**src/rtl/cache_fill_fsm.sv**
```systemverilog
// cache_fill_fsm
//   Block-fill engine for the cache. On a miss it requests every word of the
//   missing block from a pipelined main memory, one request per cycle. Each
//   returned word is written into the data array, and the tag array is written
//   together with the last word. The pipeline stalls while fsm_busy is high.
//
// Ports
//   clk, rst_n      clock (rising edge), asynchronous active-low reset
//   miss_detected   cache reports a miss this cycle
//   miss_address    byte address that missed
//   mem_rd_en       registered read request to memory
//   mem_addr        registered byte address of the request
//   mem_data_valid  memory returns a word this cycle (in request order)
//   mem_data        returned word
//   fsm_busy        fill in progress
//   data_wr_en      data array write strobe (combinational)
//   word_sel        one-hot word enable within the block
//   data_wr         word to write (mem_data passed through)
//   tag_wr_en       tag array write strobe, asserted with the last word
//   fill_done       one-cycle completion pulse, asserted with the last word
module cache_fill_fsm #(
  parameter int unsigned ADDR_W  = 16,
  parameter int unsigned DATA_W  = 16,
  parameter int unsigned WORDS   = 8,
  parameter int unsigned MEM_LAT = 4
) (
  input  logic              clk,
  input  logic              rst_n,
  input  logic              miss_detected,
  input  logic [ADDR_W-1:0] miss_address,
  output logic              mem_rd_en,
  output logic [ADDR_W-1:0] mem_addr,
  input  logic              mem_data_valid,
  input  logic [DATA_W-1:0] mem_data,
  output logic              fsm_busy,
  output logic              data_wr_en,
  output logic [WORDS-1:0]  word_sel,
  output logic [DATA_W-1:0] data_wr,
  output logic              tag_wr_en,
  output logic              fill_done
);

  localparam int unsigned        CW        = $clog2(WORDS) + 1;
  localparam int unsigned        STEP      = DATA_W / 8;
  localparam int unsigned        BLK_BYTES = WORDS * STEP;
  localparam logic [ADDR_W-1:0]  OFF_MASK  = ADDR_W'(BLK_BYTES - 1);
  localparam logic [CW-1:0]      LAST_IDX  = CW'(WORDS - 1);
  localparam logic [CW-1:0]      N_WORDS   = CW'(WORDS);

  // The fill logic itself is latency-agnostic (responses are simply counted),
  // but a zero-latency memory or a single-word block is not a valid setup.
  if (WORDS < 2 || MEM_LAT < 1) begin : g_param_check
    $error("cache_fill_fsm: WORDS must be >= 2 and MEM_LAT >= 1");
  end

  typedef enum logic {
    IDLE = 1'b0,
    FILL = 1'b1
  } state_t;

  state_t            r_state,     w_state_nxt;
  logic [CW-1:0]     r_issue_cnt, w_issue_cnt_nxt;
  logic [CW-1:0]     r_recv_cnt,  w_recv_cnt_nxt;
  logic [ADDR_W-1:0] r_base,      w_base_nxt;
  logic [ADDR_W-1:0] r_mem_addr,  w_mem_addr_nxt;
  logic              r_mem_rd_en, w_mem_rd_en_nxt;

  logic [CW-1:0]     w_issue_inc;
  logic [ADDR_W-1:0] w_miss_base;
  logic              w_wr;
  logic              w_last;

  always_ff @(posedge clk or negedge rst_n) begin
    if (!rst_n) begin
      r_state     <= IDLE;
      r_issue_cnt <= '0;
      r_recv_cnt  <= '0;
      r_base      <= '0;
      r_mem_addr  <= '0;
      r_mem_rd_en <= 1'b0;
    end else begin
      r_state     <= w_state_nxt;
      r_issue_cnt <= w_issue_cnt_nxt;
      r_recv_cnt  <= w_recv_cnt_nxt;
      r_base      <= w_base_nxt;
      r_mem_addr  <= w_mem_addr_nxt;
      r_mem_rd_en <= w_mem_rd_en_nxt;
    end
  end

  always_comb begin
    w_state_nxt     = r_state;
    w_issue_cnt_nxt = r_issue_cnt;
    w_recv_cnt_nxt  = r_recv_cnt;
    w_base_nxt      = r_base;
    w_mem_addr_nxt  = r_mem_addr;
    w_mem_rd_en_nxt = 1'b0;

    w_issue_inc = r_issue_cnt + CW'(1);
    w_miss_base = miss_address & ~OFF_MASK;
    w_wr        = (r_state == FILL) && mem_data_valid;
    w_last      = w_wr && (r_recv_cnt == LAST_IDX);

    data_wr_en = w_wr;
    word_sel   = w_wr ? (WORDS'(1) << r_recv_cnt) : '0;
    data_wr    = mem_data;
    tag_wr_en  = w_last;
    fill_done  = w_last;

    case (r_state)
      IDLE: begin
        if (miss_detected) begin
          w_state_nxt     = FILL;
          w_base_nxt      = w_miss_base;
          w_issue_cnt_nxt = '0;
          w_recv_cnt_nxt  = '0;
          // Request 0 is loaded on the entry edge so the registered request
          // is already on the bus during the first FILL cycle.
          w_mem_rd_en_nxt = 1'b1;
          w_mem_addr_nxt  = w_miss_base;
        end
      end
      FILL: begin
        if (r_mem_rd_en) begin
          w_issue_cnt_nxt = w_issue_inc;
          if (w_issue_inc < N_WORDS) begin
            w_mem_rd_en_nxt = 1'b1;
            w_mem_addr_nxt  = r_base + ADDR_W'(w_issue_inc) * ADDR_W'(STEP);
          end
        end
        if (w_wr) begin
          w_recv_cnt_nxt = r_recv_cnt + CW'(1);
        end
        // A miss on this edge is deliberately not looked at; the cache
        // re-presents it once we are back in IDLE.
        if (w_last) begin
          w_state_nxt     = IDLE;
          w_mem_rd_en_nxt = 1'b0;
        end
      end
      default: w_state_nxt = IDLE;
    endcase
  end

  assign mem_rd_en = r_mem_rd_en;
  assign mem_addr  = r_mem_addr;
  assign fsm_busy  = (r_state == FILL);

endmodule

```
**config.mk**
```make
export PLATFORM = sky130hd
export DESIGN_NAME = cache_fill_fsm
export DESIGN_NICKNAME = d
export VERILOG_FILES = /design/src/rtl/cache_fill_fsm.sv
export SDC_FILE = /design/constraint.sdc
export NUM_CORES = 1
export LEC_CHECK = 0
export CAP_MARGIN = 0
export CORE_UTILIZATION = 46
export CTS_BUF_LIST = sky130_fd_sc_hd__clkbuf_8
export DETAILED_ROUTE_END_ITERATION = 8
export HOLD_SLACK_MARGIN = 0.02
export PLACE_DENSITY = 0.84
export SYNTH_ARGS = -nofsm -noshare
export SYNTH_HDL_FRONTEND = slang
export SYNTH_SLANG_ARGS = --single-unit
export TNS_END_PERCENT = 20
```
**constraint.sdc**
```tcl
create_clock -name clk -period 2.45 [get_ports clk]
set_input_delay 0.6125 -clock clk [delete_from_list [all_inputs] [get_ports clk]]
set_output_delay 0.6125 -clock clk [all_outputs]
set_load 0.02 [all_outputs]
```
==> flow_metrics.env <==
export IMPL_run_status="complete, no violations"
export IMPL_leakage_nw=1.20
export IMPL_cts_sinks=37
export IMPL_antenna_left=0
export IMPL_syn_inst=230
export IMPL_start_kind="input port"
export IMPL_setup_viol=0
export IMPL_maxCapViolCount=0
export IMPL_core_area_um2=4410
export IMPL_worstMarginPinSlew_ps=826
export IMPL_synth_largest_area_cell="dfrtp_1"
export IMPL_ctsHtreeMaxLevel=2
export IMPL_drt_iter0_markers=107
export IMPL_area_growth_pct=22.0
export IMPL_grt_overflow=0
export IMPL_period_share_pct=98.3
export IMPL_cts_buffers=5
export IMPL_dp_hpwl_mm=3.13
export IMPL_final_hold_violation_count=0
export IMPL_vdd_drop_max_uv=564
export IMPL_avgSynthCellArea_um2=9.29
export IMPL_synth_area_leaders="dfrtp_1 (43%), mux2_2 (7.4%), nand2_1 (7.0%)"
export IMPL_first_pass_iters=4
export IMPL_vias_per_cell=5.34
export IMPL_synth_edf_count=0
export IMPL_grt_first_pass_wirelength_mm=7.45
export IMPL_vias=1682
export IMPL_synth_most_common_cell="nand2_1"
export IMPL_n_fill_cell=377
export IMPL_nNetsFinal=307
export IMPL_fin_crit_ps=2410
export IMPL_dieWidth_um=70.1
export IMPL_num_rows=24
export IMPL_drive_gt1_share_pct=17.9
export IMPL_ys_ff_latch=37
export IMPL_dp_slack_ps=-397
export IMPL_path_max_fanout=3
export IMPL_cts_tree="built"
export IMPL_post_drt_wl_per_cell_um=14.2
export IMPL_yosys_top_cells_count="nand2_1 (40), dfrtp_1 (37), buf_4 (18)"
export IMPL_synth_cell_types=38
export IMPL_drt_wl_total_mm=4.47
export IMPL_yosysWarnings=0
export IMPL_finalClockSkew_ps=6.81
export IMPL_hold_class="input port to async pin"
export IMPL_worst_setup_path_type="input port to output port"
export IMPL_grt_use_total_pct=19.3
export IMPL_cellPowerDensity_nw_per_um2=1150
export IMPL_grt_pass1_vias=1623
export IMPL_cts_root_buf="clkbuf_8"
export IMPL_gp_congestion=0.813
export IMPL_die_h_um=70.1
export IMPL_clk_pin_slew_ps=70
export IMPL_max_freq_ghz=0.415
export IMPL_worstPathArrival_ps=1800
export IMPL_grt_max_degree=38
export IMPL_async_flop_share_pct=100
export IMPL_io_buffers=43
export IMPL_clock_latency_ps=300
export IMPL_initial_core_util_pct=48.4
export IMPL_synth_main_ff_cell="dfrtp_1"
export IMPL_worst_ep_required_time_ps=1840
export IMPL_fp_dieArea_um2=4920
export IMPL_drc=0
export IMPL_cts_max_path_buffers=2
export IMPL_pin_count=81
export IMPL_syn_nets=275
export IMPL_end_kind="output port"
export IMPL_synth_seq_area_share_pct=43.4
export IMPL_fin_ws_ps=41.6
export IMPL_drv_slew=0
export IMPL_antenna_found_initial=0
export IMPL_netlist_area_leader_share_pct=43.4
export IMPL_post_cts_buffers=0
export IMPL_n_antenna_cell=0
export IMPL_max_slew_margin_pct=45.0
export IMPL_synth_area_um2=2140
export IMPL_r2r_start="r_issue_cnt[0]$_DFFE_PN0P_"
export IMPL_fin_total_pwr_mw=3.00
export IMPL_startpoint="mem_data_valid"
==> where the power goes <==
group | switching (mW) | leakage, nW | total [mW] | internal (mW)
Clock | 0.212 | 0.0491 | 0.405 | 0.193
Combinational | 0.713 | 0.694 | 1.44 | 0.726
Sequential | 0.264 | 0.457 | 1.16 | 0.893
==> flip-flops by register name, indices dropped and copies added (netlist names) <==
name / flops
mem_addr: 15
mem_rd_en: 1
r_issue_cnt: 4
r_recv_cnt: 4
r_base: 12
fsm_busy: 1
==> layer usage <==
layer	track usage, %	part of all wire, %	up-vias
li1	-	-	827
met1	23.5	44	808
met3	3.46	3.2	10
met2	33.8	51	37
met5	0	0	-
met4	7.78	1.7	0
==> worst max-delay path, cell delays in order <==
cell             delay [ps]
clkdlybuf4s50_1         490
nand2_2                 100
nor3_2                  150
and2_1                  140
clkdlybuf4s15_1         300
==> layout by cell type, fill, tap and decap left out, drive strengths merged, types with 4 or more instances in the layout <==
cell type / count
clkdlybuf4s50: 31
nand3: 10
nand2: 41
nand2b: 4
inv: 9
ha: 9
nand4: 4
or3: 4
mux2: 15
buf: 10
nor2: 14
clkbuf: 8
dfrtp: 37
and3: 5
clkdlybuf4s15: 6
xnor2: 5
o21ai: 15
a31oi: 6
and2: 6
==> repair_timing <==
action,4_1_cts,5_1_grt
pin swaps,0,0
endpoints found under the hold margin,0,0
hold buffers,0,0
gates resized for setup,21,10
setup endpoints to repair,11,12
==> cell families after synthesis <==
logic type      Yosys count  share of synthesized area (%)
simple gates             94                           21.2
flops                    37                           43.4
buf+inv                  35                           9.90
compound gates           30                           8.26
mux                      16                           8.55
fa+ha+maj                 9                           5.27
xor+xnor                  8                           3.28
other cells               1                          0.176
==> cell type report <==
type / count / area, um2 / share of cell area, %
Multi-Input combinational cell: 158 / 1020 / 39.3
Sequential cell: 37 / 926 / 35.5
Timing Repair Buffer: 52 / 478 / 18.3
Clock buffer: 5 / 68.8 / 2.64
Tap cell: 52 / 65.1 / 2.50
Inverter: 8 / 30.0 / 1.15
Clock inverter: 3 / 13.8 / 0.528
==> through the flow <==
stage          cells  area, um2  hold slack, ps  util, %  setup TNS, ps
2_1_floorplan    230       2140             317        -              0
3_3_place_gp     307       2510             469     56.9          -3120
3_5_place_dp     307       2510             478     56.9          -3440
4_1_cts          315       2590             437     58.8              0
5_1_grt          315       2610             481     59.0          -22.2
6_report         315       2610             413     59.0              0
==> path summary, 6_finish.rpt <==
path	to	slack [ps]	cells past startpoint
max	word_sel[0]	40	5
min	mem_addr[8]$_DFFE_PN0P_	410	1
max reg2reg	mem_addr[14]$_DFFE_PN0P_	140	8
min reg2reg	mem_addr[1]$_DFFE_PN0P_	490	1
max in group asynchronous	mem_addr[5]$_DFFE_PN0P_	1510	1
min in group clk	mem_addr[1]$_DFFE_PN0P_	490	1
(Power assumes the default switching activity.)
